$ cat src/rtl/alu_flag_register.sv
// Architectural flag register fed by the ALU. It also evaluates branch conditions and
// keeps a small LIFO of saved flag words for interrupt entry and return.
module alu_flag_register #(
  parameter int STACK_DEPTH = 4,
  parameter int DW          = 3
) (
  input  logic          CLK,
  input  logic          RESET,
  input  logic          ALU_SIGN,
  input  logic          ALU_CARRY,
  input  logic          ALU_ZERO,
  input  logic          ALU_PARITY,
  input  logic          LOAD_FLAGS,
  input  logic          WR_FLAGS,
  input  logic [3:0]    WR_DATA,
  input  logic          PUSH,
  input  logic          POP,
  input  logic          ERR_CLR,
  input  logic [3:0]    CC,
  output logic [3:0]    FLAGS,
  output logic          COND_TRUE,
  output logic          STACK_EMPTY,
  output logic          STACK_FULL,
  output logic [DW-1:0] DEPTH,
  output logic          STACK_ERR
);

  localparam int AW = (STACK_DEPTH > 1) ? $clog2(STACK_DEPTH) : 1;
  localparam logic [DW-1:0] FULL_CNT = DW'(STACK_DEPTH);
  localparam logic [DW-1:0] ONE_D    = 1;
  localparam logic [AW-1:0] ONE_A    = 1;

  logic [3:0]    flags_q;
  logic [DW-1:0] depth_q;
  logic          err_q;
  logic [3:0]    stack_mem [STACK_DEPTH];

  logic          empty;
  logic          full;
  logic          push_ok;
  logic          pop_ok;
  logic          stack_fault;
  logic [AW-1:0] wr_idx;
  logic [AW-1:0] top_idx;

  assign empty   = (depth_q == '0);
  assign full    = (depth_q == FULL_CNT);
  assign wr_idx  = depth_q[AW-1:0];
  assign top_idx = wr_idx - ONE_A;

  // PUSH and POP together cancel out: no stack movement and no error.
  assign push_ok     = PUSH & ~POP & ~full;
  assign pop_ok      = POP & ~PUSH & ~empty;
  assign stack_fault = (PUSH & ~POP & full) | (POP & ~PUSH & empty);

  always_ff @(posedge CLK) begin
    if (RESET) begin
      flags_q <= 4'b0000;
      depth_q <= '0;
      err_q   <= 1'b0;
    end else begin
      // A successful restore outranks any software write or ALU load.
      if (pop_ok)
        flags_q <= stack_mem[top_idx];
      else if (WR_FLAGS)
        flags_q <= WR_DATA;
      else if (LOAD_FLAGS)
        flags_q <= {ALU_SIGN, ALU_CARRY, ALU_ZERO, ALU_PARITY};

      if (push_ok)
        depth_q <= depth_q + ONE_D;
      else if (pop_ok)
        depth_q <= depth_q - ONE_D;

      if (stack_fault)
        err_q <= 1'b1;
      else if (ERR_CLR)
        err_q <= 1'b0;
    end
  end

  // Saved words are not reset; the depth counter alone defines what is valid.
  always_ff @(posedge CLK) begin
    if (push_ok)
      stack_mem[wr_idx] <= flags_q;
  end

  always_comb begin
    COND_TRUE = 1'b0;
    case (CC)
      4'd0:    COND_TRUE = 1'b1;
      4'd1:    COND_TRUE = flags_q[1];
      4'd2:    COND_TRUE = ~flags_q[1];
      4'd3:    COND_TRUE = flags_q[2];
      4'd4:    COND_TRUE = ~flags_q[2];
      4'd5:    COND_TRUE = flags_q[3];
      4'd6:    COND_TRUE = ~flags_q[3];
      4'd7:    COND_TRUE = flags_q[0];
      4'd8:    COND_TRUE = ~flags_q[0];
      4'd9:    COND_TRUE = flags_q[2];
      4'd10:   COND_TRUE = ~flags_q[2];
      4'd11:   COND_TRUE = flags_q[2] | flags_q[1];
      4'd12:   COND_TRUE = ~flags_q[2] & ~flags_q[1];
      default: COND_TRUE = 1'b0;
    endcase
  end

  assign FLAGS       = flags_q;
  assign DEPTH       = depth_q;
  assign STACK_EMPTY = empty;
  assign STACK_FULL  = full;
  assign STACK_ERR   = err_q;

endmodule

$ cat config.mk
export PLATFORM = sky130hd
export DESIGN_NAME = alu_flag_register
export DESIGN_NICKNAME = d
export VERILOG_FILES = /design/src/rtl/alu_flag_register.sv
export SDC_FILE = /design/constraint.sdc
export NUM_CORES = 1
export LEC_CHECK = 0
export BUFFER_PORTS_ARGS = -buffer_cell sky130_fd_sc_hd__buf_2
export CAP_MARGIN = 30
export CORE_MARGIN = 1
export CORE_UTILIZATION = 38
export DETAILED_ROUTE_END_ITERATION = 16
export SLEW_MARGIN = 10
export SYNTH_ARGS = -nofsm -noshare
export SYNTH_HDL_FRONTEND = slang
export SYNTH_SLANG_ARGS = --single-unit
export TNS_END_PERCENT = 1
$ cat constraint.sdc
create_clock -name CLK -period 3.6 [get_ports CLK]
set_input_delay 0.18 -clock CLK [delete_from_list [all_inputs] [get_ports CLK]]
set_output_delay 0.18 -clock CLK [all_outputs]
set_load 0.005 [all_outputs]
# Word-level counts from Yosys, hierarchy flattened
# Memory sizes are Yosys's and may differ from the RTL's.
# Index checks and enable logic that the tools add are counted.
# W data, S select, Z words.
# word_totals
ramBits	16
inputBits	19
memories	1
register_bits	8
# classes
muxes	10
add_sub_neg	3
reduce_logical	7
eq_ne	13
bitwise	17
# mem_list
memory	depth	word_bits	rd	rd_clocked_by_memory_dff	wr	line_no	rtl
stack_mem	4	4	1	0	1	36	logic [3:0] stack_mem [STACK_DEPTH];
# ops
operator	n
$eq A4 B4 Y1 const B	5
$eq A4 B3 Y1 const B	4
$mux W4	3
$pmux W1 S11	1
$eq A4 B2 Y1 const B	2
$not A1 Y1	8
$and A1 B1 Y1	7
$mux W3	2
$eq A4 B1 Y1 const B	1
$logic_not A4 Y1	1
$mux W1	4
$reduce_bool A2 Y1	2
$reduce_or A2 Y1	2
$add A3 B1 Y3 const B	1
$eq A3 B3 Y1 const B	1
$logic_not A3 Y1	1
$reduce_bool A3 Y1	1
$sub A3 B1 Y3 const B	1
$or A1 B1 Y1	2
$sub A2 B1 Y2 const B	1

# Depth between registers and ports, before layout
# Gate-level depths: netlist of the first run.
# depth
depth_word	5
ltp_mapped	10
ltp_nobuf	9

# Least setup slack after synthesis of the first run
# Ideal clock, no wire load.
# synth_timing
path_kind	flip-flop to flip-flop
startpoint	register depth_q[0], in the netlist DEPTH[0]
endpoint	register depth_q[2], in the netlist DEPTH[2]
arrival_time_ns	2.027
period_less_slack_ns	2.155
setup_slack_ns	1.445
n_path_buf	1
path_stages_with_launch	11
setup_time_ns	0.128
required_time_ns	3.472
cell_sequence	dfxtp_1 buf_6 inv_1 ha_1 and2_4 nor2_1 inv_1 fa_1 nor3_1 o21a_1 nor3_1
# synth_between
elab_chain_cells	4
# synth_rtl
element	line_no	rtl
start, declared	34	logic [DW-1:0] depth_q;
start signal, assigned	71	depth_q <= depth_q + ONE_D;
start signal, assigned	73	depth_q <= depth_q - ONE_D;
$eq A3 B3 Y1 (*)	47	assign full = (depth_q == FULL_CNT);
via STACK_FULL	23	output logic STACK_FULL,
$not A1 Y1 (*)	52	assign push_ok = PUSH & ~POP & ~full;
$and A1 B1 Y1 (*)	52	
$mux W3 / $reduce_bool A2 Y1 (equally long branches)	n/a	
# Mark *: on every way through the listed nets, which the timed path passes. The rest lies on a longest branch. The select of a mux whose other input is x is not followed.
# A chain may end at the register's enable or synchronous reset.

# Worst setup path after layout of the first run
# layout_timing
startpoint	register depth_q[0], in the netlist DEPTH[0]
endpoint	register depth_q[2], in the netlist DEPTH[2]
# layout_between
elab_chain_cells	4
# layout_rtl
element
parallel branches: the longest is 4 deep, another holds $sub A3 B1 Y3
# Several ways; the timed one is not identified. The select of a mux whose other input is x is not followed.

==> results of run 1 <==
sequential cells by signal, indices dropped and copies added, names as in the netlist:
signal	count
FLAGS	4
DEPTH	3
STACK_ERR	1
stack_mem	16
worst reg2reg max path, stage by stage, from the launching register on:
cell and delay (ns):
dfxtp_1 0.66, inv_1 0.14, ha_1 0.28, and2_4 0.19, nor2_1 0.19, inv_1 0.08
fa_1 0.39, nor3_1 0.28, nor3_1 0.07, nor3_1 0.18
cell usage in the layout, fill, tap and decap left out, types with 2 or more instances in the layout:
| cell type | instances |
|---|---|
| mux2i_1 | 9 |
| mux4_2 | 4 |
| and2_1 | 3 |
| inv_1 | 6 |
| nand2b_4 | 2 |
| nor3b_1 | 2 |
| ha_1 | 4 |
| dfxtp_1 | 8 |
| o21ai_0 | 9 |
| edfxtp_1 | 16 |
| buf_2 | 29 |
| nand2_1 | 4 |
| nor2_1 | 9 |
| clkbuf_4 | 3 |
| nor3_1 | 3 |
| o211ai_1 | 2 |
| nand2b_1 | 2 |
path summary, 6_finish.rpt:
| kind | slack [ns] | start | cells after the start | end |
|---|---|---|---|---|
| setup / recovery | 1.07 | DEPTH[0]$_SDFFE_PP0P_ | 9 | DEPTH[2]$_SDFFE_PP0P_ |
| setup reg to reg | 1.07 | DEPTH[0]$_SDFFE_PP0P_ | 9 | DEPTH[2]$_SDFFE_PP0P_ |
| hold reg to reg | 0.61 | FLAGS[3]$_SDFFE_PP0P_ | 0 | stack_mem[2][3]$_DFFE_PP_ |
| hold / removal | 0.14 | RESET | 2 | STACK_ERR$_SDFFE_PP0P_ |
cells in the mapped netlist (2+ instances only):
cell type | count | share of area
inv_1 | 6 | 0.018
mux2i_1 | 9 | 0.070
edfxtp_1 | 16 | 0.38
nor3_1 | 3 | 0.012
nand2b_1 | 2 | 0.0098
o211ai_1 | 2 | 0.012
dfxtp_1 | 8 | 0.13
nand2_1 | 4 | 0.012
and2_1 | 3 | 0.015
nor3b_1 | 2 | 0.012
mux4_2 | 4 | 0.070
ha_1 | 4 | 0.039
o21ai_0 | 9 | 0.035
nand2b_4 | 2 | 0.022
nor2_1 | 9 | 0.026
power by group:
part | total [W] | leakage (nW) | internal (W) | switching, W
clock network | 0.000194 | 0.0279 | 0.000112 | 0.0000811
registers | 0.000367 | 0.214 | 0.000326 | 0.0000413
logic | 0.000217 | 0.369 | 0.000118 | 0.0000992
total | 0.000778 | 0.611 | 0.000557 | 0.000222
logic make-up after synthesis:
logic type / Yosys count / synth area share
AOI/OAI and AO/OA: 18 / 0.0910
xor gates and xnor gates: 2 / 0.0137
adders and majority gates: 5 / 0.0548
buffers and inverters: 10 / 0.0372
DFF: 24 / 0.501
muxes: 13 / 0.141
and+or+nand+nor: 32 / 0.161
layout make-up:
class / count / area [sq um]
fillers: 285 / 1620
inverters: 6 / 22.5
flip-flops and latches: 24 / 641
clock buffers: 3 / 22.5
clock inverters: 1 / 30.0
repair buffers: 29 / 145
well taps: 44 / 55.1
multi-input cells: 70 / 591
per-layer routing:
layer	GRT usage	up-vias	wire length, um
li1	-	437	-
met1	0.201	407	1200
met2	0.229	21	1100
met3	0.0173	2	101
met4	0.0598	0	27
met5	0	-	0
through the flow:
stage / hold WS, ns / total power, W / util / area, sq um / setup slack (ns)
after floorplan: 0.393 / 0.000527 / - / 1280 / 1.45
after global routing: 0.131 / 0.000826 / 0.482 / 1510 / 0.814
after detailed placement: 0.479 / 0.000593 / 0.465 / 1450 / 1.10
after CTS: 0.134 / 0.000787 / 0.482 / 1510 / 1.04
after global placement: 0.478 / 0.000588 / 0.465 / 1450 / 1.24
final: 0.136 / 0.000778 / 0.482 / 1510 / 1.07
==> metrics.md, run 1 <==
| Metric | Value |
|---|---|
| Number of flops mapped to enable cells by yosys | 16 |
| Skew-Pair Late Insertion Delay | 0.31 ns |
| Routability cong. | between 0.7 and 0.8 |
| Die area | about 3600 sq um |
| DP HPWL | between 1.5 and 2 mm |
| Sequential area share after synthesis | 0.501 |
| Post-Route Setup TNS | 0 ns |
| Ant. Diodes | 0 |
| Critical path's slowest cell | dfxtp_1 |
| First-pass GRT wire length | approximately 3.7 mm |
| 1st-pass router iterations | 4 |
| Fmax | between 300 and 400 MHz |
| Max Root-Sink Buffers | 2 |
| Synth Instances | ~100 |
| Most frequent CP cell | nor3_1 |
| Number of synthesized register bits | 24 |
| Area grow syn2layout | 17.8% |
| Ys Warns | 0 |
| Final wirelength | 2.43 mm |
| # port buffers | 29 |
| Lkg Pwr | around 0.6 nW |
| Initial Utilization | 0.409 |
| DRC | 0 |
| Post-DRT Antenna Nets | 0 |
| Initial antenna violation count | 0 |
| Post-route clock skew | between 0.002 and 0.0025 ns |
| Synth Area per Inst | 12.3 sq um |
| CP max stage delay | 0.66 ns |
| Final setup viols | 0 |
| Iter 0 DRT Violations | 47 |
| CP Capture Type | flip-flop |
| # placed instances | around 170 |
| Slew margin rel. | 0.483 |
| Post-CTS Repair Setup Buffers | 0 |
| Ys async rst share | 0 |
| Syn Nets | ~130 |
| Syn Std Cell Area | 1280 sq um |
| RSZ-0062 raised after global routing | no |
| IO Count | 30 |
| Hold/Removal Path Class | input pin to flip-flop |
| Clock slew at reported path FFs | between 0.1 and 0.15 ns |
| Crit path max-delay family | simple AND/OR/NAND/NOR gates |
| CTS tree | done |
| Cell Chain, Critical Path | inv_1, ha_1, and2_4, nor2_1, inv_1, fa_1, nor3_1, nor3_1, nor3_1 |
| Vias | approximately 870 |
| Cell variety after synth | 36 |
| Worst IR Drop VDD | about 0.00025 V |
| Vias in the first global route | about 760 |
| Finished Layout Cells | about 180 |
| Pin count of the biggest net entering global routing | 15 |
| Max FO, Critical Path | 10 |
| DR vias/cell | just under 5 |
| Final period util | 0.702 |
| Ys flop type | edfxtp_1 |
| Cts bufs inserted | 3 |
| Core Box Area | 3130 sq um |
| PwrDens | 517 nW/um^2 |
| Outcome | complete, no violations |
| Hold bufs inserted after CTS | 0 |
| # resized after CTS | 0 |
| Clock Sinks | 24 |
| Critical path arrival | between 2 and 3 ns |
| Die Y | approximately 60 um |
| Tot GR Track Use | 0.144 |
| Final min period | roughly 2.5 ns |
| Setup Crit Path Kind | flip-flop to flip-flop |
| Req. time, crit path | 3.84 ns |
| Slew Viols, Final | 0 |
| Share of layout cells above drive strength 1 | 0.331 |
| CTS H-tree lvls | 1 |
| Root buffer cell | clkbuf_4 |
| Worst Tran Pin Value | 0.774 ns |
| Startpoint type of the worst setup path | flip-flop |
| Nets | between 150 and 200 |
| Total grt overflow | 0 |
| Number of placement rows | 20 |
| Die W | about 60 um |
| Buf/Inv on CP | 2 |
| Final hold viol count | 0 |
| Wirelength per Cell | 13.7 um |
| Max-Cap Viols | 0 |
Note: power is estimated with default switching activity, not from simulation.
==> run 2: changes to the inputs <==
- clock period: 3.6 -> 2.1 ns (I/O delays scaled with it)
==> run 2 against run 1 <==
Net effect:
- register-to-register slack got worse by 0.95 ns
- maximum frequency increased by 28%
- largest cell class unchanged
- core utilization increased by 1.2 points
- critical path depth unchanged
- final area increased by 2.6%
- global-route usage increased by 1.0 points
- count of clock-buffer cells in the layout unchanged
- cell count increased by 2.3%
- routed wire length increased by 4.3%
- setup slack got worse by 0.95 ns
==> metrics.md, run 2 (synthesis results as in run 1) <==
| Metric | Value |
|---|---|
| Outcome | complete, no violations |
| Worst IR Drop VDD | 0.000352 V (+42%) |
| Max Root-Sink Buffers | 2 (unchanged) |
| Post-Route Setup TNS | 0 ns (unchanged) |
| Initial Utilization | 0.409 (unchanged) |
| Cell Chain, Critical Path | inv_1, ha_1, and2_4, nor2_2, inv_1, fa_1, nor3b_2, o21a_1, nor3_1 |
| Fmax | 506 MHz (+28%) |
| Reg-to-Reg End | DEPTH[2]$_SDFFE_PP0P_ |
| WHS Path Cells | 4 (+2) |
| Die Y | 60.0 um (unchanged) |
| # fillers | 304 (+6.7%) |
| Max FO, Critical Path | 4 (-6) |
| Buf/Inv on CP | 2 (unchanged) |
| CTS tree | done |
| Worst setup endpoint | DEPTH[2]$_SDFFE_PP0P_ |
| Clock slew at reported path FFs | 0.13 ns (about the same) |
| Max-Cap Viols | 0 (unchanged) |
| Die area | 3600 sq um (unchanged) |
| Startpoint type of the worst setup path | flip-flop |
| Reg-to-reg slack, setup | 0.12 ns (-0.95 ns) |
| Initial antenna violation count | 0 (unchanged) |
| Core Box Area | 3130 sq um (unchanged) |
| Post-DRT Antenna Nets | 0 (unchanged) |
| Largest register by flop count | stack_mem |
| IO Count | 30 (unchanged) |
| Final period util | 0.941 (+0.239) |
| Most frequent CP cell | inv_1 |
| Wirelength per Cell | 14.0 um (+2.0%) |
| Lkg Pwr | 0.632 nW (+3.4%) |
| Slew margin rel. | 0.757 (+0.274) |
| Vias in the first global route | 781 (+2.4%) |
| DP HPWL | 1.89 mm (+3.5%) |
| Commonest non-fill, non-tap cells in the layout | 29 x buf_2, 16 x edfxtp_1, 9 x o21ai_0, 9 x mux2i_1, 8 x nor2_1 |
| DRC | 0 (unchanged) |
| Reg2Reg Depth | 9 (unchanged) |
| Post-route clock skew | 0.00281 ns (+0.000443 ns) |
| Critical path's slowest cell | fa_1 |
| 1st-pass router iterations | 4 (unchanged) |
| Worst path depth | 9 (unchanged) |
| Cts bufs inserted | 3 (unchanged) |
| Final min period | 1.98 ns (-0.551 ns) |
| # port buffers | 29 (unchanged) |
| Req. time, crit path | 2.35 ns (-1.49 ns) |
| Nets | 162 (+2.5%) |
| PwrDens | 900 nW/um^2 (+74%) |
| Tot Pwr | 0.00139 W (+79%) |
| RSZ-0062 raised after global routing | no |
| Area grow syn2layout | 20.8% |
| Critical path arrival | 2.22 ns (-0.55 ns) |
| CTS H-tree lvls | 1 (unchanged) |
| Slew Viols, Final | 0 (unchanged) |
| Clock Sinks | 24 (unchanged) |
| Root buffer cell | clkbuf_4 |
| CP Capture Type | flip-flop |
| Commonest non-fill, non-tap cell in the layout | buf_2 |
| Pin count of the biggest net entering global routing | 15 (unchanged) |
| Largest register FFs | 16 (unchanged) |
| CP max stage delay | 0.41 ns (-0.25 ns) |
| Worst r2r src | DEPTH[0]$_SDFFE_PP0P_ |
| First-pass GRT wire length | 3.84 mm (+4.1%) |
| Final hold viol count | 0 (unchanged) |
| Final setup viols | 0 (unchanged) |
| Setup Crit Path Kind | flip-flop to flip-flop |
| Routability cong. | 0.743 (+2.8%) |
| Iter 0 DRT Violations | 78 (+66%) |
| Tot GR Track Use | 0.155 (+0.0102) |
| Number of placement rows | 20 (unchanged) |
| Total grt overflow | 0 (unchanged) |
| Ant. Diodes | 0 (unchanged) |
| Hold bufs inserted after CTS | 0 (unchanged) |
| Crit path max-delay family | adder cells |
| Skew-Pair Late Insertion Delay | 0.32 ns (about the same) |
| Crit path launch | DEPTH[0]$_SDFFE_PP0P_ |
| Share of layout cells above drive strength 1 | 0.372 (+0.0414) |
| Vias | 869 (+0.23%) |
| Final wirelength | 2.53 mm (+4.3%) |
| Die W | 60.0 um (unchanged) |
| Worst Tran Pin Value | 0.355 ns (-0.419 ns) |
| Post-layout util | 0.494 (+0.0124) |
| Hold/Removal Path Class | input pin to flip-flop |
| DR vias/cell | 4.80 (-2.0%) |
## run 2: final cells by class
class / count / area, sq um / share of cell area
Clock inverter: 1 / 30.0 / 0.0194
Multi-Input combinational cell: 70 / 598 / 0.387
Tap cell: 44 / 55.1 / 0.0356
Sequential cell: 24 / 642 / 0.415
Clock buffer: 3 / 22.5 / 0.0146
Timing Repair Buffer: 33 / 175 / 0.113
Inverter: 6 / 22.5 / 0.0146
## run 2: layer usage
layer	part of all wire	global-route usage	wire length, um
met5	0	0	0
met4	0.015	0.0797	38
met3	0.034	0.0260	86
met2	0.44	0.222	1110
met1	0.51	0.223	1300
## run 2: worst reg2reg max path, cell delays in order (launching register included)
cell     delay (ns)
dfxtp_2        0.36
inv_1          0.07
ha_1           0.22
and2_4         0.17
nor2_2         0.14
inv_1          0.07
fa_1           0.41
nor3b_2        0.18
o21a_1         0.18
nor3_1         0.13
## run 2: how the worst min path moves through the flow
stage,to,from
after global routing,DEPTH[0]$_SDFFE_PP0P_,RESET
after CTS,DEPTH[0]$_SDFFE_PP0P_,RESET
after global placement,DEPTH[0]$_SDFFE_PP0P_,RESET
after detailed placement,STACK_ERR$_SDFFE_PP0P_,ERR_CLR
final,STACK_ERR$_SDFFE_PP0P_,ERR_CLR
after floorplan,STACK_ERR$_SDFFE_PP0P_,ERR_CLR
## run 2: timing repair
action | 4_1_cts | 5_1_grt
setup endpoints to repair | 0 | 1
setup buffers | 0 | 0
gates resized for setup | 0 | 2
## run 2: report_power, final
group	leakage [nW]	total [W]	internal (W)	switching, W
Sequential	0.215	0.000606	0.000560	0.0000465
Combinational	0.390	0.000449	0.000233	0.000216
Clock	0.0279	0.000335	0.000193	0.000142
## run 2: through the flow
stage,hold WS (ns),cell area (sq um),worst slack [ns],instances
6_report,0.0718,1550,0.124,181
5_1_grt,0.0634,1550,0.0105,181
4_1_cts,0.0605,1540,0.0701,181
3_5_place_dp,0.410,1490,0.112,177
3_3_place_gp,0.409,1490,0.242,177
2_1_floorplan,0.318,1280,0.0194,104
